File: config.mk
export PLATFORM = sky130hd
export DESIGN_NAME = branch_resolve_unit
export DESIGN_NICKNAME = d
export VERILOG_FILES = /design/src/rtl/branch_resolve_unit.sv
export SDC_FILE = /design/constraint.sdc
export NUM_CORES = 1
export LEC_CHECK = 0
export ABC_AREA = 1
export ABC_CLOCK_PERIOD_IN_PS = 3600
export CAP_MARGIN = 30
export CELL_PAD_IN_SITES_DETAIL_PLACEMENT = 0
export CELL_PAD_IN_SITES_GLOBAL_PLACEMENT = 1
export CORE_ASPECT_RATIO = 0.75
export CORE_MARGIN = 3
export CORE_UTILIZATION = 25
export DETAILED_ROUTE_END_ITERATION = 12
export GPL_ROUTABILITY_DRIVEN = 0
export PLACE_DENSITY = 0.9
export SKIP_LAST_GASP = 1
export SLEW_MARGIN = 10
export SYNTH_ARGS = -nofsm -noshare
export SYNTH_HDL_FRONTEND = slang
export SYNTH_SLANG_ARGS = --single-unit
File: constraint.sdc
create_clock -name clk -period 3.6 [get_ports clk]
set_input_delay 0.72 -clock clk [delete_from_list [all_inputs] [get_ports clk]]
set_output_delay 0.72 -clock clk [all_outputs]
set_load 0.02 [all_outputs]
File: src/rtl/branch_resolve_unit.sv
`default_nettype none
// ============================================================================
// Module   : branch_resolve_unit
// Purpose  : Execute-stage branch/call/return resolution with registered redirect
//            and optional circular return-address stack (BRANCH_RESOLVE_RAS_EN).
// Revision : 1.0 - initial release
// ============================================================================
module branch_resolve_unit #(
   parameter int XLEN      = 19,
   parameter int AW        = 19,
   parameter int RAS_DEPTH = 8
) (
   input  logic                         clk,
   input  logic                         reset,
   input  logic                         valid_i,
   input  logic                         is_b_type_ctl_i,
   input  logic [2:0]                   instr_func3_ctl_i,
   input  logic [XLEN-1:0]              opr_a_i,
   input  logic [XLEN-1:0]              opr_b_i,
   input  logic [AW-1:0]                pc_i,
   input  logic [AW-1:0]                imm_target_i,
   input  logic                         stall_i,
   input  logic                         flush_i,
   output logic                         valid_o,
   output logic                         branch_taken_o,
   output logic [AW-1:0]                target_o,
   output logic                         ras_overflow_o,
   output logic                         ras_underflow_o,
   output logic [$clog2(RAS_DEPTH):0]   ras_count_o
);

   localparam int PW = $clog2(RAS_DEPTH);
   localparam int CW = PW + 1;

   localparam logic [2:0] F_BEQ  = 3'd0;
   localparam logic [2:0] F_BNE  = 3'd1;
   localparam logic [2:0] F_BLT  = 3'd2;
   localparam logic [2:0] F_BGE  = 3'd3;
   localparam logic [2:0] F_BLTU = 3'd4;
   localparam logic [2:0] F_BGEU = 3'd5;
   localparam logic [2:0] F_CALL = 3'd6;
   localparam logic [2:0] F_RET  = 3'd7;

   logic          accept_w;
   logic          is_call_w;
   logic          is_ret_w;
   logic          cond_w;
   logic          ovf_w;
   logic          unf_w;
   logic [AW-1:0] ret_target_w;
   logic [AW-1:0] target_w;

   logic          valid_q,  valid_d;
   logic          taken_q,  taken_d;
   logic          ovf_q,    ovf_d;
   logic          unf_q,    unf_d;
   logic [AW-1:0] target_q, target_d;

   assign accept_w  = valid_i & is_b_type_ctl_i & ~stall_i & ~flush_i;
   assign is_call_w = (instr_func3_ctl_i == F_CALL);
   assign is_ret_w  = (instr_func3_ctl_i == F_RET);

   always_comb begin
      cond_w = 1'b0;
      case (instr_func3_ctl_i)
         F_BEQ:   cond_w = (opr_a_i == opr_b_i);
         F_BNE:   cond_w = (opr_a_i != opr_b_i);
         F_BLT:   cond_w = ($signed(opr_a_i) <  $signed(opr_b_i));
         F_BGE:   cond_w = ($signed(opr_a_i) >= $signed(opr_b_i));
         F_BLTU:  cond_w = (opr_a_i <  opr_b_i);
         F_BGEU:  cond_w = (opr_a_i >= opr_b_i);
         default: cond_w = 1'b1;
      endcase
   end

`ifdef BRANCH_RESOLVE_RAS_EN
   logic [AW-1:0] ras_q [RAS_DEPTH];
   logic [PW-1:0] sp_q,  sp_d;
   logic [CW-1:0] cnt_q, cnt_d;
   logic [PW-1:0] top_idx_w;
   logic          ras_empty_w;
   logic          ras_full_w;
   logic          push_w;
   logic          pop_w;

   // sp_q points at the next free slot; the top entry sits just below it.
   assign top_idx_w    = sp_q - PW'(1);
   assign ras_empty_w  = (cnt_q == '0);
   assign ras_full_w   = (cnt_q == CW'(RAS_DEPTH));
   assign push_w       = accept_w & is_call_w;
   assign pop_w        = accept_w & is_ret_w;
   assign ovf_w        = push_w & ras_full_w;
   assign unf_w        = pop_w & ras_empty_w;
   assign ret_target_w = ras_empty_w ? opr_a_i[AW-1:0] : ras_q[top_idx_w];

   always_comb begin
      sp_d  = sp_q;
      cnt_d = cnt_q;
      if (push_w) begin
         sp_d = sp_q + PW'(1);
         if (!ras_full_w) cnt_d = cnt_q + CW'(1);
      end else if (pop_w && !ras_empty_w) begin
         sp_d  = top_idx_w;
         cnt_d = cnt_q - CW'(1);
      end
   end

   always_ff @(posedge clk) begin
      if (reset) begin
         sp_q  <= '0;
         cnt_q <= '0;
      end else begin
         sp_q  <= sp_d;
         cnt_q <= cnt_d;
      end
   end

   always_ff @(posedge clk) begin
      if (push_w) ras_q[sp_q] <= pc_i + AW'(1);
   end

   assign ras_count_o = cnt_q;
`else
   logic unused_pc_w;

   assign unused_pc_w  = ^pc_i;
   assign ovf_w        = 1'b0;
   assign unf_w        = 1'b0;
   assign ret_target_w = opr_a_i[AW-1:0];
   assign ras_count_o  = '0;
`endif

   assign target_w = is_ret_w ? ret_target_w : imm_target_i;

   // Flush wins over stall; a stall holds the result but never re-issues a pulse.
   always_comb begin
      valid_d  = 1'b0;
      taken_d  = 1'b0;
      target_d = target_q;
      ovf_d    = 1'b0;
      unf_d    = 1'b0;
      if (flush_i) begin
         valid_d = 1'b0;
      end else if (stall_i) begin
         valid_d = valid_q;
         taken_d = taken_q;
      end else if (accept_w) begin
         valid_d  = 1'b1;
         taken_d  = cond_w;
         target_d = target_w;
         ovf_d    = ovf_w;
         unf_d    = unf_w;
      end
   end

   always_ff @(posedge clk) begin
      if (reset) begin
         valid_q  <= 1'b0;
         taken_q  <= 1'b0;
         target_q <= '0;
         ovf_q    <= 1'b0;
         unf_q    <= 1'b0;
      end else begin
         valid_q  <= valid_d;
         taken_q  <= taken_d;
         target_q <= target_d;
         ovf_q    <= ovf_d;
         unf_q    <= unf_d;
      end
   end

   assign valid_o         = valid_q;
   assign branch_taken_o  = taken_q;
   assign target_o        = target_q;
   assign ras_overflow_o  = ovf_q;
   assign ras_underflow_o = unf_q;

endmodule
`default_nettype wire

== After elaboration in Yosys (flattened, before gate mapping) ==
Index checks and enable logic that the tools add are counted.
Widths: inputs -> output; s select.
Operators by class
  order comparisons: 4
  equality and inequality tests: 8
  multiplexer cells: 4
  bitwise operators: 5
  reduce and logical (&&, ||, !) cells: 3
Operators with widths (count)
  $ge 19x19->1: 2
  $lt 19x19->1: 2
  $eq 19x19->1: 1
  $mux 19: 1
  $ne 19x19->1: 1
  $eq 3x3->1 const B: 3
  $eq 3x2->1 const B: 2
  $pmux 1 s6: 1
  $and 1x1->1: 3
  $eq 3x1->1 const B: 1
  $logic_not 3->1: 1
  $reduce_and 3->1: 1
  $mux 1: 2
  $not 1->1: 2
  $reduce_or 2->1: 1
Storage, ports and cells
  register bits after elaboration: 21
  input bits: 85
  output and inout port bits: 27
  logic and storage cells: 27

== Logic depth before layout (Yosys ltp) ==
  depth in word-level cells: 4
  mapped depth: 16
  depth with buffers taken out: 16

== Worst setup path before layout ==
OpenSTA, ideal clock, no wires.
  kind: input to register
  start: input opr_b_i[18]
  end: register taken_q (netlist: branch_taken_o)
  setup time: 0.114 ns
  arrival time: 1.918 ns
  data required time: 3.486 ns
  slack: 1.569 ns
  stages on the path: 14
  path buffers: 0
  cells stage by stage: inv_1 ha_1 nand2_2 inv_1 nand2_1 nand2_1 a21oi_2 nand4_1 nand2_1 inv_1 nor2_1 nand3_1 nand2_1 a21oi_2
On the way
  cells in the longest elaborated chain, start to end: 3
  elaborated cells between the ends (all ways): 8
  those cells by class: 4 x order compare; 2 x eq/ne; 2 x mux
Ends and longest elaborated chain
  start, declared: line 19  | input logic [XLEN-1:0] opr_b_i,
  $ge 19x19->1, or another cell as far along: line 71  | F_BGEU: cond_w = (opr_a_i >= opr_b_i);
  $pmux 1 s6 *: line 65  | case (instr_func3_ctl_i)
  $mux 1 *: line 147  | end else if (accept_w) begin
  end signal, assigned: line 165  | taken_q <= taken_d;
  end, declared: line 54  | logic taken_q, taken_d;
Every way passes the cells marked *; elsewhere a longest branch is shown, timed or not.
A chain may end at the register's enable or synchronous reset.

== Final worst setup path ==
  start: input opr_a_i[18]
  end: register taken_q (netlist: branch_taken_o)
On the way
  cells in the longest elaborated chain, start to end: 3
  elaborated cells between the ends (all ways): 8
  those cells by class: 4 x order compare; 2 x eq/ne; 2 x mux
Ends and longest elaborated chain
  start, declared: line 18  | input logic [XLEN-1:0] opr_a_i,
  $ge 19x19->1, or another cell as far along: line 71
  $pmux 1 s6 *: line 65
  $mux 1 *: line 147
Marked as above.

==> metrics.csv <==
metric,value,unit
status,finished clean,
antennaDiodeCount,0,
drc,0,
clockBufferDepth,2,
nFillCells,684,
multiInputGateArea,0.00106,mm²
critPathLaunchType,primary input,
path_clk_slew,0.07,ns
hold_path.startpoint,branch_taken_o,
die_x,100,µm
routed-via-count,1831,
ys_async_sr_fraction,0,%
cts_inserted_buffers,3,
synth_compound_area_share,16.6,%
regArea,420,µm²
finalPower,613,µW
initial_utilization,26.2,%
ys.flop_type,dfxtp_1,
drive_above_1_share,5.49,%
synth_xor_area_share,0,%
finalSetupTns,0,ns
period_share,69.2,%
cp_data_arrival_time,2.64,ns
grt_first_pass_wirelength,7.90,mm
yosysTopAreaCell,dfxtp_1,
yosys_warnings,0,
dieArea,0.00772,mm²
powerDensity,232,mW/mm²
synth.area.top_cells,"dfxtp_1 25%, nand2_1 19%, ha_1 14%",
vias_per_cell,4.29,
synth_top_family_by_area,simple AND/OR/NAND/NOR gates,
synth_top_area_share,25.1,%
setup-violations-final,0,
irDropWorstVdd,0.000116,V
synthMuxAreaShare,0,%
grt_start_max_net_pins,41,
fmax,402,MHz
r2r_end,target_o[4],
track_usage,12.4,%
maxCapViolCount,0,
cts.sinks,21,
critical_path.startpoint,opr_a_i[18],
cts_tree,yes,
grt_pass1_vias,1719,
area_growth_syn_to_layout,57.9,%
nNetsFinal,451,
core-area,0.00638,mm²
hpwl,4.18,mm
cp.required,3.75,ns
ios,112,
num_rows,25,
reg2reg_setup_slack,2.92,ns
cts_resized,0,
synth_fa_ha_area_share,14.2,%
wl_per_cell,11.6,µm
leakage,1.22,nW
synth.distinct_cells,27,
antenna_found_initial,0,
worstPathMaxFanout,4,
netlist_area,0.00167,mm²
endpoint_kind,flop,
yosys.area_share.simple,31.0,%
yosys_register_bits,21,
post_cts_buffers,0,
grt_overflow,0,
numPortBuffers,86,
holdPathEnd,branch_taken_o,
root_buffer,clkbuf_8,
hold_depth,2,
holdCritPathClass,reg -> reg,
drt_iter0_markers,59,
cts_hold_buf,0,
yosysSeqAreaShare,25.1,%
ff2ff_path_depth,2,
syn_avg_cell_area,6.36,µm²
firstDrtPassIters,6,
ctsHtreeMaxLevel,1,
syn_inst,263,
r2r-start,target_o[4],
worstSkewPairLatency,0.25,ns
crit_type,in -> reg,
die_y,76.8,µm
synth_edf_count,0,
antenna_left,0,
clock-skew-final,0,ns
wirelength,4.94,mm
finalHoldViolations,0,
rsz0062_at_grt,false,
period_needed,2.49,ns
drv_slew,0,
## worst max-delay path, cell delays in order
cell             delay (ns)
clkdlybuf4s50_1        0.46
ha_1                   0.38
nand2_2                0.13
inv_1                  0.05
nand2_1                0.06
nand2_1                0.06
a21oi_2                0.20
nand4_1                0.14
nand2_1                0.08
inv_1                  0.03
nor2_1                 0.08
nand3_1                0.10
nand2_1                0.09
a21oi_2                0.05
## worst max-delay path by stage
stage,slack (ns),end
after CTS,1.08,branch_taken_o
after detailed placement,0.82,branch_taken_o
after global routing,0.94,branch_taken_o
after floorplan,1.57,branch_taken_o
after global placement,0.88,branch_taken_o
final,1.11,branch_taken_o
## cell usage after synthesis (all sizes together), types with 3 or more instances
library cell and instances:
nand2 90, inv 36, dfxtp 21, nor2 21
o21ai 20, a31oi 19, ha 19, a21oi 8
buf 8, clkbuf 6, nand3 6, nand4 3
nor3 3
## layer usage
metal / up-vias / routed length [µm] / share of wire [%] / GRT usage [%]
li1: 1004 / - / - / -
met1: 785 / 2380 / 48 / 17.2
met2: 40 / 2270 / 46 / 20.2
met3: 2 / 267 / 5.4 / 1.55
met4: 0 / 17 / 0.34 / 2.83
met5: - / 0 / 0 / 0
## registers in the layout, summed over array words and instances, names as in the netlist
signal	cells
valid_o	1
branch_taken_o	1
target_o	19
## cells in the final DEF (no fill, tap or decap), drive strengths merged
cell type and count:
nand2 90, clkdlybuf4s50 86, inv 36, dfxtp 21
nor2 21, o21ai 20, a31oi 19, ha 19
a21oi 8, conb 6, nand3 6, clkbuf 4
nand4 3, nor3 3, buf 2, or2 1
a21o 1
## power breakdown
| group | internal, mW | switching [mW] |
|---|---|---|
| clock network | 0.0786 | 0.0695 |
| logic | 0.118 | 0.104 |
| registers | 0.240 | 0.00352 |
## kinds of logic after synthesis
| logic type | after synthesis |
|---|---|
| AO/OA/AOI/OAI | 48 |
| buffers and inverters | 50 |
| AND/OR/NAND/NOR | 124 |
| flip-flops | 21 |
| other | 1 |
| adder cells (fa/ha/maj) | 19 |
## through the flow
| step | area [µm²] | util (%) | cells | worst slack (ns) | hold slack, ns |
|---|---|---|---|---|---|
| floorplan | 1690 | - | 268 | 1.57 | 0.544 |
| global placement | 2600 | 40.7 | 423 | 0.884 | 0.460 |
| detailed placement | 2600 | 40.7 | 423 | 0.816 | 0.472 |
| CTS | 2640 | 41.4 | 427 | 1.08 | 0.482 |
| global route | 2640 | 41.4 | 427 | 0.938 | 0.515 |
| finish | 2640 | 41.4 | 427 | 1.11 | 0.484 |
## final cells by class
| type | count | area share, % |
|---|---|---|
| inverters | 36 | 5.12 |
| clock buffers | 4 | 1.71 |
| repair buffers | 88 | 33.2 |
| well taps | 81 | 3.84 |
| flip-flops and latches | 21 | 15.9 |
| multi-input cells | 197 | 40.3 |
Note: power is estimated with default switching activity, not from simulation.
